===== config.mk =====
export PLATFORM = sky130hd
export DESIGN_NAME = ahb_bus_master_flat
export DESIGN_NICKNAME = d
export VERILOG_FILES = /design/src/rtl/ahb_bus_master_pkg.sv /design/src/rtl/ahb_bus_master_if.sv /design/src/rtl/ahb_bus_master.sv /design/src/flat_wrapper.sv
export SDC_FILE = /design/constraint.sdc
export NUM_CORES = 1
export LEC_CHECK = 0
export ABC_AREA = 1
export CAP_MARGIN = 15
export CORE_MARGIN = 3
export CORE_UTILIZATION = 44
export DETAILED_ROUTE_END_ITERATION = 10
export HOLD_SLACK_MARGIN = 0.06
export PLACE_DENSITY = 0.85
export SYNTH_ARGS = -nofsm -noshare
export SYNTH_HDL_FRONTEND = slang
export SYNTH_SLANG_ARGS = --single-unit

===== constraint.sdc =====
create_clock -name clk -period 1.77 [get_ports clk]
set_input_delay 0.354 -clock clk [delete_from_list [all_inputs] [get_ports clk]]
set_output_delay 0.354 -clock clk [all_outputs]
set_load 0.005 [all_outputs]

===== src/rtl/ahb_bus_master_pkg.sv =====
// ahb_bus_master shared constants: AHB encodings, FSM states, helpers.
// Provides the default `WORD_WIDTH when the codebase has not set it.
`ifndef WORD_WIDTH
`define WORD_WIDTH 32
`endif

package ahb_bus_master_pkg;

    localparam logic [1:0] HTRANS_IDLE   = 2'b00;
    localparam logic [1:0] HTRANS_NONSEQ = 2'b10;

    localparam logic [1:0] HRESP_OKAY  = 2'b00;
    localparam logic [1:0] HRESP_ERROR = 2'b01;

    localparam logic [1:0] HSIZE_BYTE = 2'd0;
    localparam logic [1:0] HSIZE_HALF = 2'd1;
    localparam logic [1:0] HSIZE_WORD = 2'd2;

    localparam logic [2:0] S_IDLE = 3'd0;
    localparam logic [2:0] S_ADDR = 3'd1;
    localparam logic [2:0] S_DATA = 3'd2;
    localparam logic [2:0] S_ERR2 = 3'd3;
    localparam logic [2:0] S_RESP = 3'd4;

    function automatic logic misaligned(
        input logic [1:0] size,
        input logic [1:0] lo
    );
        logic bad;
        bad = 1'b1;
        unique case (size)
            HSIZE_BYTE: bad = 1'b0;
            HSIZE_HALF: bad = lo[0];
            HSIZE_WORD: bad = |lo;
            default:    bad = 1'b1;
        endcase
        return bad;
    endfunction

endpackage


===== src/rtl/ahb_bus_master_if.sv =====
// LSU request/response handshake plus the CPU-side AHB-Lite signals.
// master = the bus master's view, slave = the environment's view.
interface ahb_bus_master_if;

    logic                   lsu_req_valid;
    logic                   lsu_req_ready;
    logic [`WORD_WIDTH-1:0] lsu_req_addr;
    logic                   lsu_req_we;
    logic [1:0]             lsu_req_size;
    logic [`WORD_WIDTH-1:0] lsu_req_wdata;
    logic                   lsu_resp_valid;
    logic [`WORD_WIDTH-1:0] lsu_resp_rdata;
    logic                   lsu_resp_err;

    logic [`WORD_WIDTH-1:0] CPU_HADDR;
    logic [1:0]             CPU_HTRANS;
    logic                   CPU_HWRITE;
    logic [2:0]             CPU_HSIZE;
    logic [`WORD_WIDTH-1:0] CPU_HWDATA;
    logic [`WORD_WIDTH-1:0] CPU_HRDATA;
    logic                   CPU_HREADY;
    logic [1:0]             CPU_HRESP;

    modport master (
        input  lsu_req_valid, lsu_req_addr, lsu_req_we,
        input  lsu_req_size, lsu_req_wdata,
        output lsu_req_ready,
        output lsu_resp_valid, lsu_resp_rdata, lsu_resp_err,
        output CPU_HADDR, CPU_HTRANS, CPU_HWRITE, CPU_HSIZE,
        output CPU_HWDATA,
        input  CPU_HRDATA, CPU_HREADY, CPU_HRESP
    );

    modport slave (
        output lsu_req_valid, lsu_req_addr, lsu_req_we,
        output lsu_req_size, lsu_req_wdata,
        input  lsu_req_ready,
        input  lsu_resp_valid, lsu_resp_rdata, lsu_resp_err,
        input  CPU_HADDR, CPU_HTRANS, CPU_HWRITE, CPU_HSIZE,
        input  CPU_HWDATA,
        output CPU_HRDATA, CPU_HREADY, CPU_HRESP
    );

endinterface


===== src/rtl/ahb_bus_master.sv =====
// Single-outstanding AHB-Lite master for the LSU, with alignment
// checking and a data-phase timeout for unmapped addresses.
module ahb_bus_master
    import ahb_bus_master_pkg::*;
#(
    parameter int TIMEOUT_CYCLES = 255,
    parameter int CNT_W          = 16
) (
    input  logic             clk,
    input  logic             rst_n,
    ahb_bus_master_if.master bus
);

    localparam logic [CNT_W-1:0] TO_LAST = CNT_W'(TIMEOUT_CYCLES - 1);

    logic [2:0]             state_q;
    logic [`WORD_WIDTH-1:0] addr_q;
    logic                   we_q;
    logic [1:0]             size_q;
    logic [`WORD_WIDTH-1:0] wdata_q;
    logic [`WORD_WIDTH-1:0] rdata_q;
    logic                   err_q;
    logic [CNT_W-1:0]       cnt_q;

    logic bus_err;
    logic timed_out;

    assign bus_err   = (bus.CPU_HRESP == HRESP_ERROR);
    assign timed_out = (cnt_q == TO_LAST);

    always_ff @(posedge clk or negedge rst_n) begin
        if (!rst_n) begin
            state_q <= S_IDLE;
            addr_q  <= '0;
            we_q    <= 1'b0;
            size_q  <= '0;
            wdata_q <= '0;
            rdata_q <= '0;
            err_q   <= 1'b0;
            cnt_q   <= '0;
        end else begin
            unique case (state_q)
                S_IDLE: begin
                    if (bus.lsu_req_valid) begin
                        addr_q  <= bus.lsu_req_addr;
                        we_q    <= bus.lsu_req_we;
                        size_q  <= bus.lsu_req_size;
                        wdata_q <= bus.lsu_req_wdata;
                        rdata_q <= '0;
                        err_q   <= misaligned(bus.lsu_req_size,
                                              bus.lsu_req_addr[1:0]);
                        state_q <= misaligned(bus.lsu_req_size,
                                              bus.lsu_req_addr[1:0])
                                   ? S_RESP : S_ADDR;
                    end
                end
                S_ADDR: begin
                    cnt_q   <= '0;
                    state_q <= S_DATA;
                end
                S_DATA: begin
                    cnt_q <= cnt_q + 1'b1;
                    // HREADY takes priority over a coincident timeout
                    if (bus.CPU_HREADY) begin
                        state_q <= S_RESP;
                        err_q   <= bus_err;
                        rdata_q <= (!we_q && !bus_err) ? bus.CPU_HRDATA : '0;
                    end else if (bus_err) begin
                        state_q <= S_ERR2;
                    end else if (timed_out) begin
                        state_q <= S_RESP;
                        err_q   <= 1'b1;
                    end
                end
                S_ERR2: begin
                    cnt_q <= cnt_q + 1'b1;
                    if (bus.CPU_HREADY || timed_out) begin
                        state_q <= S_RESP;
                        err_q   <= 1'b1;
                    end
                end
                S_RESP: begin
                    state_q <= S_IDLE;
                end
                default: begin
                    state_q <= S_IDLE;
                end
            endcase
        end
    end

    assign bus.lsu_req_ready  = (state_q == S_IDLE);
    assign bus.lsu_resp_valid = (state_q == S_RESP);
    assign bus.lsu_resp_rdata = (state_q == S_RESP) ? rdata_q : '0;
    assign bus.lsu_resp_err   = (state_q == S_RESP) && err_q;

    assign bus.CPU_HTRANS = (state_q == S_ADDR) ? HTRANS_NONSEQ : HTRANS_IDLE;
    assign bus.CPU_HADDR  = addr_q;
    assign bus.CPU_HWRITE = we_q;
    assign bus.CPU_HSIZE  = {1'b0, size_q};
    assign bus.CPU_HWDATA = wdata_q;

endmodule


===== src/flat_wrapper.sv =====
// flat-port wrapper written by rule: the top's interface ports become plain ports
module ahb_bus_master_flat import ahb_bus_master_pkg::*;
#(
    parameter int TIMEOUT_CYCLES = 255,
    parameter int CNT_W          = 16
)
  (clk, rst_n, bus_lsu_req_valid, bus_lsu_req_addr, bus_lsu_req_we, bus_lsu_req_size, bus_lsu_req_wdata, bus_lsu_req_ready, bus_lsu_resp_valid, bus_lsu_resp_rdata, bus_lsu_resp_err, bus_CPU_HADDR, bus_CPU_HTRANS, bus_CPU_HWRITE, bus_CPU_HSIZE, bus_CPU_HWDATA, bus_CPU_HRDATA, bus_CPU_HREADY, bus_CPU_HRESP);
  ahb_bus_master_if bus_i ();
  input  logic clk;
  input  logic rst_n;
  input wire logic [$bits(bus_i.lsu_req_valid)-1:0] bus_lsu_req_valid;
  input wire logic [$bits(bus_i.lsu_req_addr)-1:0] bus_lsu_req_addr;
  input wire logic [$bits(bus_i.lsu_req_we)-1:0] bus_lsu_req_we;
  input wire logic [$bits(bus_i.lsu_req_size)-1:0] bus_lsu_req_size;
  input wire logic [$bits(bus_i.lsu_req_wdata)-1:0] bus_lsu_req_wdata;
  output wire logic [$bits(bus_i.lsu_req_ready)-1:0] bus_lsu_req_ready;
  output wire logic [$bits(bus_i.lsu_resp_valid)-1:0] bus_lsu_resp_valid;
  output wire logic [$bits(bus_i.lsu_resp_rdata)-1:0] bus_lsu_resp_rdata;
  output wire logic [$bits(bus_i.lsu_resp_err)-1:0] bus_lsu_resp_err;
  output wire logic [$bits(bus_i.CPU_HADDR)-1:0] bus_CPU_HADDR;
  output wire logic [$bits(bus_i.CPU_HTRANS)-1:0] bus_CPU_HTRANS;
  output wire logic [$bits(bus_i.CPU_HWRITE)-1:0] bus_CPU_HWRITE;
  output wire logic [$bits(bus_i.CPU_HSIZE)-1:0] bus_CPU_HSIZE;
  output wire logic [$bits(bus_i.CPU_HWDATA)-1:0] bus_CPU_HWDATA;
  input wire logic [$bits(bus_i.CPU_HRDATA)-1:0] bus_CPU_HRDATA;
  input wire logic [$bits(bus_i.CPU_HREADY)-1:0] bus_CPU_HREADY;
  input wire logic [$bits(bus_i.CPU_HRESP)-1:0] bus_CPU_HRESP;
  assign bus_i.lsu_req_valid = bus_lsu_req_valid;
  assign bus_i.lsu_req_addr = bus_lsu_req_addr;
  assign bus_i.lsu_req_we = bus_lsu_req_we;
  assign bus_i.lsu_req_size = bus_lsu_req_size;
  assign bus_i.lsu_req_wdata = bus_lsu_req_wdata;
  assign bus_lsu_req_ready = bus_i.lsu_req_ready;
  assign bus_lsu_resp_valid = bus_i.lsu_resp_valid;
  assign bus_lsu_resp_rdata = bus_i.lsu_resp_rdata;
  assign bus_lsu_resp_err = bus_i.lsu_resp_err;
  assign bus_CPU_HADDR = bus_i.CPU_HADDR;
  assign bus_CPU_HTRANS = bus_i.CPU_HTRANS;
  assign bus_CPU_HWRITE = bus_i.CPU_HWRITE;
  assign bus_CPU_HSIZE = bus_i.CPU_HSIZE;
  assign bus_CPU_HWDATA = bus_i.CPU_HWDATA;
  assign bus_i.CPU_HRDATA = bus_CPU_HRDATA;
  assign bus_i.CPU_HREADY = bus_CPU_HREADY;
  assign bus_i.CPU_HRESP = bus_CPU_HRESP;
  ahb_bus_master #(.TIMEOUT_CYCLES(TIMEOUT_CYCLES), .CNT_W(CNT_W)) u_core (.clk(clk), .rst_n(rst_n), .bus(bus_i));
endmodule

Word-level counts from Yosys, hierarchy flattened
Cells that the tools add are included.
{ "op_classes": {"magnitude_cmp": 0, "shifts": 0, "reduce_logical": 16, "bitwise_logic": 0, "multipliers": 0, "n_mux": 22, "eq_ne": 14, "n_addsub": 1, "div_mod_pow": 0} }
{ "ops": {"columns": ["cell", "n"], "rows": [
  ["two-way mux 32 bit", 4],
  ["one-hot mux 32 bit (2 select lines)", 1],
  ["one-hot mux 16 bit (2 select lines)", 1],
  ["two-way mux 3 bit", 6],
  ["adder 16 x 1 -> 16 bit (second input constant)", 1],
  ["== test 16 x 8 -> 1 bit (second input constant)", 1],
  ["one-hot mux 3 bit (4 select lines)", 1],
  ["== test 3 x 2 -> 1 bit (second input constant)", 2],
  ["two-way mux 1 bit", 6],
  ["one-hot mux 1 bit (3 select lines)", 2],
  ["AND reduction 3 bit", 2],
  ["AND reduction 5 bit", 1],
  ["== test 2 x 1 -> 1 bit (second input constant)", 2],
  ["!= test 2 bit (second input constant)", 2],
  ["!= test 4 x 2 -> 1 bit (second input constant)", 1],
  ["nonzero test 2 bit", 2],
  ["OR reduction 2 bit", 2],
  ["== test 3 x 1 -> 1 bit (second input constant)", 1],
  ["== test 3 bit (second input constant)", 1],
  ["logical NOT 3 bit", 1],
  ["!= test 3 x 2 -> 1 bit (second input constant)", 1],
  ["!= test 3 bit (second input constant)", 1],
  ["nonzero test 3 bit", 1],
  ["== test 2 bit (second input constant)", 1],
  ["7 further kinds", 9]
]} }
{ "totals": {"ff_bits": 119, "output_inout_bits": 105, "memories": 0, "elab_cells": 61, "latchBits": 0, "romBits": 0, "mem_bits_rw": 0, "in_bits": 105} }

Depth between registers and ports, before layout
{ "depth": {"depth_word": 7, "mapped_depth": 9, "ltp_nobuf": 9} }

Worst setup path before layout
Ideal clock, no wire load.
{ "synth_path": {"kind": "register to output", "startpoint": "register u_core.state_q[1]", "endpoint": "output bus_lsu_resp_rdata[10]", "path_stages_with_launch": 5, "path_slack_ns": 0.296, "required_time_ns": 1.416, "t_arrival_ns": 1.120, "n_path_buf": 1, "path_cell_list": "dfrtp_1 nor3_1 inv_1 buf_2 nor2_1"} }
{ "synth_via": {"elab_chain_len": 2} }
{ "synth_lines": {"columns": ["item", "line", "rtl"], "rows": [
  ["from (decl)", "ahb_bus_master.sv:16", "logic [2:0] state_q;"],
  ["from (signal assigned)", "ahb_bus_master.sv:52", "state_q <= misaligned(bus.lsu_req_size,"],
  ["== test 3 bit", null, null],
  ["named net bus_lsu_resp_valid", "flat_wrapper.sv:17", "output wire logic [$bits(bus_i.lsu_resp_valid)-1:0] bus_lsu_resp_valid;"],
  ["two-way mux 32 bit", "ahb_bus_master.sv:94", "assign bus.lsu_resp_rdata = (state_q == S_RESP) ? rdata_q : '0;"],
  ["to (decl)", "flat_wrapper.sv:18", "output wire logic [$bits(bus_i.lsu_resp_rdata)-1:0] bus_lsu_resp_rdata;"]
]} }
The timed path passes the listed nets, and every way through them passes these cells.

Final worst setup path
{ "layout_path": {"startpoint": "register u_core.state_q[0]", "endpoint": "output bus_lsu_resp_rdata[28]"} }
{ "layout_via": {"elab_chain_len": 2} }
{ "layout_lines": {"columns": ["item", "line"], "rows": [
  ["== test 3 bit", "ahb_bus_master.sv:94"],
  ["two-way mux 32 bit", "ahb_bus_master.sv:94"]
]} }
No other way between the ends.

==> summary.md <==
| Metric | Value |
|---|---|
| Initial antenna violation count | 0 |
| Clock Root Buffer | sky130_fd_sc_hd__clkbuf_16 |
| Required time worst endpoint | 1.42 ns |
| Adder-cell area share of the yosys netlist | 0.460% |
| Minimum period implied by the final worst setup slack | 1.91 ns |
| Area post-placement | 0.00786 mm2 |
| Number of global-route vias before repair | 4691 |
| Fraction of the core area covered by cells at the end of the flow | 74.1% |
| Launching instance or port of the critical path | u_core.state_q[0] |
| Detailed-router iteration count before antenna repair | 5 |
| Fraction of the cycle the final worst path needs | 108% |
| Post-Route Skew | 0.00726 ns |
| Post-synthesis cell count | 499 |
| R2R Path Start | u_core.state_q[0] |
| Site row count | 39 |
| Drt wl/cell | 18.4 um |
| Number of antenna diodes | 0 |
| Placed instance count | 872 |
| Post-route standard cell area excluding fillers | 0.00871 mm2 |
| Number of distinct standard cells referenced by the synthesized netlist | 33 |
| Post-Place Worst Slack | -0.133 ns |
| Aggregate global-route resource usage | 22.7% |
| Count of buffers from port buffering | 207 |
| Yosys warning total | 0 |
| Remaining antenna violation count after routing | 0 |
| Unrepaired setup endpoints after global routing | yes |
| Type of the tightest min-delay check | primary input to async pin |
| Congestion Overflow GR | 0 |
| CTS Buffer Depth | 2 |
| Post-route DRC violation count | 0 |
| Share of synthesized area spent on multiplexers | 17.3% |
| CTS tree | yes |
| Maximum Capacitance Violations | 0 |
| Timing-limited maximum frequency | 0.522 GHz |
| Max VDD drop | 0.626 mV |
| Worst Path Arrival | 1.56 ns |
| Highest fanout seen on the critical path | 8 |
| Count of non-filler cells in the finished layout | 918 |
| Synth Cell Area | 0.00544 mm2 |
| Capturing element type of the critical path | output pin |
| Number of failing setup endpoints in the final timing report | 34 |
| Result of the run | complete, but fails checks |
| Share of layout cells above drive strength 1 | 27.7% |
| Initial DRC Count | 363 |
| Width of the die | 117 um |
| Part of the Yosys area used for sequential elements | 54.8% |
| Global-route wire length before repair | 24200 um |
| Final Total Pwr | 14200 uW |
| CTS clk-pin slew, worst paths | 0.05 ns |
| Pwr Density | 1630 mW/mm2 |
| Routability congestion estimate from global placement | 0.852 |
| Average via count per standard cell | 5.12 |
| Count of state elements after synthesis | 119 |
| Kind of start point of the critical path | flip-flop |
| Combinational family with the most area after synthesis | multiplexers |
| Placed wire-length estimate | 11100 um |
| Starting density of the core | 46.2% |
| Fraction of synthesized cell area in xor and xnor cells | 0.322% |
| Largest net degree at the start of global routing | 54 |
| Violations in the final reports | negative setup slack |
| Vert. Die Dim | 117 um |
| Number of buffers created by CTS | 17 |
| Number of max-slew violations in the final report | 0 |
| Clock sink count | 119 |
| Level count of the clock H-tree | 4 |
| Worst setup slack after layout | -0.144 ns |
| Top-level port count | 210 |
| Post-Syn Area per Cell | 10.9 um2 |
| Static leakage | 0.00401 uW |
| Fraction of the mapped netlist area in compound gates | 6.05% |
| Simple-gate share of the synthesized area | 14.0% |
| Total count of hold-check failures in the final report | 0 |
| Layout-stage area growth over the synthesis result | 60.2% |
| Total length of routed wires | 16900 um |
| Total via count in the routed design | 4696 |
| Worst skew pair latency | 0.40 ns |
| Setup Crit Path Kind | flip-flop to output pin |
| Total Nets Final | 849 |
| Area enclosed by the die boundary | 0.0137 mm2 |
| Total core area | 0.0118 mm2 |
worst max-delay path, stage by stage (launching register included):
cell and delay, ns:
sky130_fd_sc_hd__dfrtp_1 0.40, sky130_fd_sc_hd__nor3_4 0.24, sky130_fd_sc_hd__inv_4 0.11, sky130_fd_sc_hd__clkbuf_16 0.19, sky130_fd_sc_hd__nor2_1 0.09, sky130_fd_sc_hd__buf_2 0.12
cells in the final DEF, fill, tap and decap left out, types with 6 or more instances in the layout:
cell type and instances:
sky130_fd_sc_hd__clkdlybuf4s50_1 169, sky130_fd_sc_hd__clkbuf_16 23, sky130_fd_sc_hd__o21ai_1 24, sky130_fd_sc_hd__o21ai_0 24, sky130_fd_sc_hd__buf_2 32, sky130_fd_sc_hd__nand3_1 47
sky130_fd_sc_hd__inv_1 52, sky130_fd_sc_hd__dfrtp_1 119, sky130_fd_sc_hd__mux2_4 62, sky130_fd_sc_hd__nand2_1 49, sky130_fd_sc_hd__buf_4 21, sky130_fd_sc_hd__nor2_4 20
sky130_fd_sc_hd__inv_2 6, sky130_fd_sc_hd__nor2_1 32, sky130_fd_sc_hd__buf_12 10, sky130_fd_sc_hd__a21oi_1 9
repair_timing:
| item | 4_1_cts | 5_1_grt |
|---|---|---|
| gates cloned | 0 | 7 |
| pin swaps | 3 | 5 |
| endpoints found under the hold margin | 17 | 0 |
| hold buffers | 1 | 0 |
| gates resized for setup | 112 | 80 |
| setup buffers | 2 | 5 |
| endpoints found under the setup margin | 36 | 50 |
sequential cells by signal, indices dropped and copies added (netlist names):
register / flops
u_core.bus.CPU_HADDR: 32
u_core.bus.CPU_HWDATA: 32
u_core.rdata_q: 32
u_core.cnt_q: 16
u_core.state_q: 3
u_core.size_q: 2
u_core.bus.CPU_HWRITE: 1
u_core.err_q: 1
cells in the mapped netlist, drive strengths merged:
cell type  count  area, um2
nand4          4       25.0
inv           60        228
a32o           1       10.0
conb           1       3.75
buf           22        155
o22ai          1       6.26
or2            1       6.26
o21ai         49        245
xor2           2       17.5
a31oi          1       6.26
o21bai         1       7.51
dfrtp        119       2980
a2bb2oi        1       8.76
nor2          56        228
nor3           3       20.0
ha             2       25.0
a21oi          9       45.0
nand3         48        245
nand2         55        235
mux2          63        942
report_power, final:
group | leakage (uW) | internal [uW] | switching, uW
Combinational | 0.00221 | 3770 | 2470
Clock | 0.000299 | 2390 | 1240
Sequential | 0.00151 | 3690 | 610
Total | 0.00401 | 9850 | 4320
per-layer routing:
layer / part of all wire (%) / GRT usage, % / routed length (um)
met5: 0 / 0 / 0
met4: 2.2 / 7.65 / 375
met3: 7.3 / 5.50 / 1230
met2: 52 / 39.6 / 8720
met1: 39 / 27.6 / 6540
per-stage QoR:
step	TNS (ns)	hold slack (ns)
floorplan	0	0.0584
global route	-7.89	0.399
CTS	-5.36	0.376
detailed placement	-2.78	0.260
finish	-3.56	0.382
global placement	-2.03	0.251
worst paths after layout:
path / to / slack (ns) / depth (start not counted)
worst max-delay path: bus_lsu_resp_rdata[28] / -0.14 / 5
worst min-delay path: u_core.bus.CPU_HADDR[14] / 0.38 / 2
worst max register to register: u_core.bus.CPU_HADDR[22] / 0.01 / 8
worst min register to register: u_core.cnt_q[5] / 0.49 / 1
max in group asynchronous: u_core.cnt_q[12] / 0.83 / 3
min in group clk: u_core.cnt_q[5] / 0.49 / 1
cell families (layout without fill, tap and decap cells):
group / count (synthesis) / count (layout)
AND/OR/NAND/NOR: 167 / 167
flip-flops: 119 / 119
buffers and inverters: 82 / 336
AO/OA/AOI/OAI: 63 / 63
multiplexers: 63 / 63
adder cells (fa/ha/maj): 2 / 2
XOR/XNOR: 2 / 2
other: 1 / 2
area by class of cell:
| cell class | count | area (um2) |
|---|---|---|
| Clock buffer | 19 | 443 |
| Clock inverter | 12 | 176 |
| Fill cell | 764 | 3050 |
| Inverter | 60 | 230 |
| Multi-Input combinational cell | 299 | 2260 |
| Sequential cell | 119 | 2980 |
| Tap cell | 164 | 205 |
| Timing Repair Buffer | 245 | 2420 |
Power figures use the tool's default switching activity.
==> variant 1, RTL diff (same flow settings) <==
Register the output `bus.lsu_resp_err`; this adds one clock of latency there.
--- a/src/rtl/ahb_bus_master.sv
+++ b/src/rtl/ahb_bus_master.sv
@@ -94,3 +94,5 @@
     assign bus.lsu_resp_rdata = (state_q == S_RESP) ? rdata_q : '0;
-    assign bus.lsu_resp_err   = (state_q == S_RESP) && err_q;
+    always_ff @(posedge clk) begin
+        bus.lsu_resp_err <= (state_q == S_RESP) && err_q;
+    end
 
Behaviour: not the same (Yosys sat finds a counterexample within 4 cycles, from zero or initial values and one cycle with rst_n low).
==> variant 1 against the unedited design <==
The run still ends with negative setup slack left. Power rose by 0.71%. Via count is 2.9% lower. Clock skew grew 0.0019 ns. Worst setup slack worse by 0.020 ns. Routed wire length shrank 7.0%. Worst hold slack improved by 0.042 ns. Sequential cell count is 1 higher. Area after synthesis increased by 0.37%. Cell area rose by 1.0%. Die area rose by 0.34%. Combinational power about the same. Register-to-register slack better by 0.05 ns. Critical path type unchanged. Largest power group unchanged.
==> variant 1: results (changes against the unedited design) <==
metric,value,unit,change
status,"complete, but fails checks",,unchanged
failing checks,negative setup slack,,unchanged
Synth Area in Compound Gates,0.0603,,was 0.0605
fillers,777,,was 764
number of DRC markers in iteration 0,359,,was 363
DR vias,4560,,was 4696
share of cells above drive strength 1,0.283,,was 0.277
NonClk Buf Share,0.274,,was 0.278
Layout area overhead,61.3,%,was 60.2%
DR WL/cell,17.1,um,was 18.4 um
HPWL after DPL,10.7,mm,was 11.1 mm
proportion of synthesized area in mux cells,0.173,,about the same
Peak VDD IR,0.807,mV,was 0.626 mV
Post-DP Area,7880,sq um,was 7860 sq um
final setup margin,-0.164,ns,was -0.144 ns
f_max,0.517,GHz,was 0.522 GHz
syn_area_per_cell,10.9,sq um,about the same
ys async rst share,0.992,,was 1.00
worst reg2reg endpoint,u_core.bus.CPU_HADDR[26]$_DFFE_PN0P_,,was u_core.bus.CPU_HADDR[22]$_DFFE_PN0P_
clk_skew,0.00917,ns,was 0.00726 ns
Final setup viols,33,,was 34
placed cells,877,,was 872
fraction of area in multi-input gates,0.264,,was 0.259
# Post-CTS Setup Buffers,4,,was 2
DP Worst Slack,-0.125,ns,was -0.133 ns
Worst Hold Slack,0.424,ns,was 0.382 ns
sequential area share after synthesis,0.549,,was 0.548
leakage,4.01,nW,about the same
largest net degree at the start of global routing,40,,was 54
Seq/total area,0.341,,was 0.342
GRT Util Overall,0.229,,was 0.227
Worst R2R Setup Slack,0.06,ns,was 0.01 ns
Plain + repair buffers,242,,was 245
end point of the critical path,bus_lsu_resp_rdata[23],,was bus_lsu_resp_rdata[28]
Clock-cell share,0.0721,,was 0.0711
Sink Count,120,,was 119
Final #Nets,847,,was 849
vias in the first global route,4932,,was 4691
==> variant 1: changes by cell type in the layout (fill, tap and decap cells not counted), sizes merged <==
cell / before / now
buf: 64 / 68
clkdlybuf4s50: 169 / 170
bufinv: 4 / 5
inv: 61 / 60
dfxtp: 0 / 1
clkbuf: 28 / 20
==> variant 1: critical path, delay by kind of cell, from the launching register on <==
family                 cells  cell delay (ns)
AND/OR/NAND/NOR            2             0.29
buffers and inverters      4             0.47
flip-flops                 1             0.41
==> variant 1: layer usage <==
layer,share of wire,wire length (um),vias to the layer above,GRT usage
met3,0.061,950,35,0.0574
met4,0.022,349,0,0.0858
met5,0,0,-,0
met1,0.40,6270,2190,0.277
met2,0.52,8120,213,0.395
li1,-,-,2122,-
==> variant 1: where the power goes <==
group	internal [mW]	switching, mW	total (mW)
clock	2.49	1.22	3.71
sequential	3.72	0.598	4.32
combinational	3.78	2.46	6.24
total	9.99	4.28	14.3
==> variant 2, RTL diff (config.mk and constraints unchanged) <==
Without the edit above. `WORD_WIDTH`: 32 -> 16.
--- a/src/rtl/ahb_bus_master_pkg.sv
+++ b/src/rtl/ahb_bus_master_pkg.sv
@@ -3,3 +3,3 @@
 `ifndef WORD_WIDTH
-`define WORD_WIDTH 32
+`define WORD_WIDTH 16
 `endif
Interface: changed (6 resized); port bits go from 210 to 114. No check against the original RTL was run, so the function may have changed too.
==> variant 2 against the unedited design <==
The run still ends with negative setup slack left. Global-route usage shrank 2.2 points. Count of clock-buffer cells in the layout shrank 7. Routed wire length fell by 50%. Sequential cell count shrank 48. Worst setup slack got worse by 0.058 ns. Power decreased by 51%. First-iteration DRC count is 65% lower. Cell area shrank 44%. Utilization down 3.8 points. Area after synthesis decreased by 40%. Critical path type unchanged. Largest power group unchanged. Highest routed layer unchanged.
==> variant 2: results (changes against the unedited design) <==
metric,value,unit,change
status,"complete, but fails checks",,unchanged
failing checks,negative setup slack,,unchanged
r2r startpoint,u_core.state_q[1]$_DFFE_PN0P_,,was u_core.state_q[0]$_DFFE_PN0P_
clk_skew,0.00661,ns,was 0.00726 ns
GRT Util Overall,0.205,,was 0.227
Final setup viols,17,,was 34
setup_tns,-2.12,ns,was -3.56 ns
Peak VDD IR,1.15,mV,was 0.626 mV
Synth Area in Compound Gates,0.0766,,was 0.0605
vias in the first global route,2986,,was 4691
HPWL after DPL,5.93,mm,was 11.1 mm
sequential area share after synthesis,0.546,,was 0.548
placed cells,553,,was 872
Post-DP Area,4560,sq um,was 7860 sq um
worst reg2reg endpoint,u_core.bus.CPU_HADDR[13]$_DFFE_PN0P_,,was u_core.bus.CPU_HADDR[22]$_DFFE_PN0P_
Min-Delay Path Class,reg -> reg,,was in -> async
Worst R2R Setup Slack,0.09,ns,was 0.01 ns
routed wire length,8.49,mm,was 16.9 mm
Post-Synth XOR/XNOR Area,0.00539,,was 0.00322
final setup margin,-0.202,ns,was -0.144 ns
syn_area_per_cell,9.43,sq um,was 10.9 sq um
CTS H-Tree Depth,3,,was 4
clk slew on worst S/H paths,0.08,ns,was 0.05 ns
IO Port Bufs,111,,was 207
Yosys cell types,30,,was 33
largest net degree at the start of global routing,40,,was 54
leakage,2.19,nW,was 4.01 nW
router iterations before antenna repair,4,,was 5
TritonCTS Buffers,9,,was 17
proportion of synthesized area in mux cells,0.110,,was 0.173
CP arrival,1.62,ns,was 1.56 ns
share of cells above drive strength 1,0.239,,was 0.277
adder-cell share of the synthesized area,0.00770,,was 0.00460
-- variant 2: stage by stage --
stage / power (mW) / utilization / setup WS (ns) / hold slack, ns
4_1_cts: 6.84 / 0.692 / -0.165 / 0.476
6_report: 6.91 / 0.703 / -0.202 / 0.470
2_1_floorplan: 3.70 / - / 0.263 / 0.0584
3_3_place_gp: 5.12 / 0.653 / -0.0295 / 0.329
3_5_place_dp: 5.22 / 0.653 / -0.186 / 0.331
5_1_grt: 7.32 / 0.703 / -0.304 / 0.517
-- variant 2: how the worst max path moves through the flow --
| stage | start | end | slack [ns] |
|---|---|---|---|
| after floorplan | u_core.state_q[0]$_DFFE_PN0P_ | bus_lsu_resp_rdata[10] | 0.26 |
| after global placement | u_core.state_q[0]$_DFFE_PN0P_ | bus_lsu_resp_err | -0.03 |
| after detailed placement | u_core.state_q[0]$_DFFE_PN0P_ | bus_lsu_resp_err | -0.19 |
| after CTS | u_core.state_q[2]$_DFFE_PN0P_ | bus_lsu_resp_rdata[3] | -0.17 |
| after global routing | u_core.state_q[0]$_DFFE_PN0P_ | bus_lsu_resp_rdata[12] | -0.30 |
| final | u_core.state_q[0]$_DFFE_PN0P_ | bus_lsu_resp_rdata[11] | -0.20 |
-- variant 2: worst max-delay path: stages (launching register included) --
cell,delay [ns]
dfrtp_1,0.41
nor3_4,0.23
buf_6,0.14
buf_6,0.10
clkinvlp_4,0.07
buf_6,0.14
nor2_1,0.08
buf_2,0.12
-- variant 2: final cells by class --
type | instances | share of cell area
inverters | 44 | 0.0352
repair buffers | 134 | 0.262
clock inverters | 4 | 0.0110
flip-flops and latches | 71 | 0.362
well taps | 96 | 0.0245
multi-input cells | 219 | 0.271
clock buffers | 12 | 0.0316
repair inverters | 2 | 0.00306
-- variant 2: kinds of logic (layout without fill, tap and decap cells) --
kind of cell / count (synthesis) / in the layout
adders and majority gates: 2 / 2
muxes: 31 / 31
DFF: 71 / 71
xor gates and xnor gates: 2 / 2
buffers and inverters: 56 / 196
AOI/OAI and AO/OA: 47 / 47
other: 1 / 2
and+or+nand+nor: 135 / 135
-- variant 2: power by group --
| part | switching, mW | internal [mW] |
|---|---|---|
| clock | 0.611 | 0.731 |
| combinational | 1.33 | 1.78 |
| sequential | 0.293 | 2.15 |
-- variant 2: routing by layer --
layer,up-vias,GRT usage,part of all wire
met5,-,0,0
met4,0,0.0854,0.021
met3,15,0.0468,0.055
met2,92,0.360,0.52
met1,1384,0.241,0.40
li1,1386,-,-
-- variant 2: timing repair --
action | 4_1_cts | 5_1_grt
buffers inserted | 10 | 1
setup endpoints to repair | 20 | 66
pin swaps | 5 | 4
resized for setup | 96 | 20
gates cloned | 2 | 0
hold buffers | 1 | 0
endpoints found under the hold margin | 16 | 0
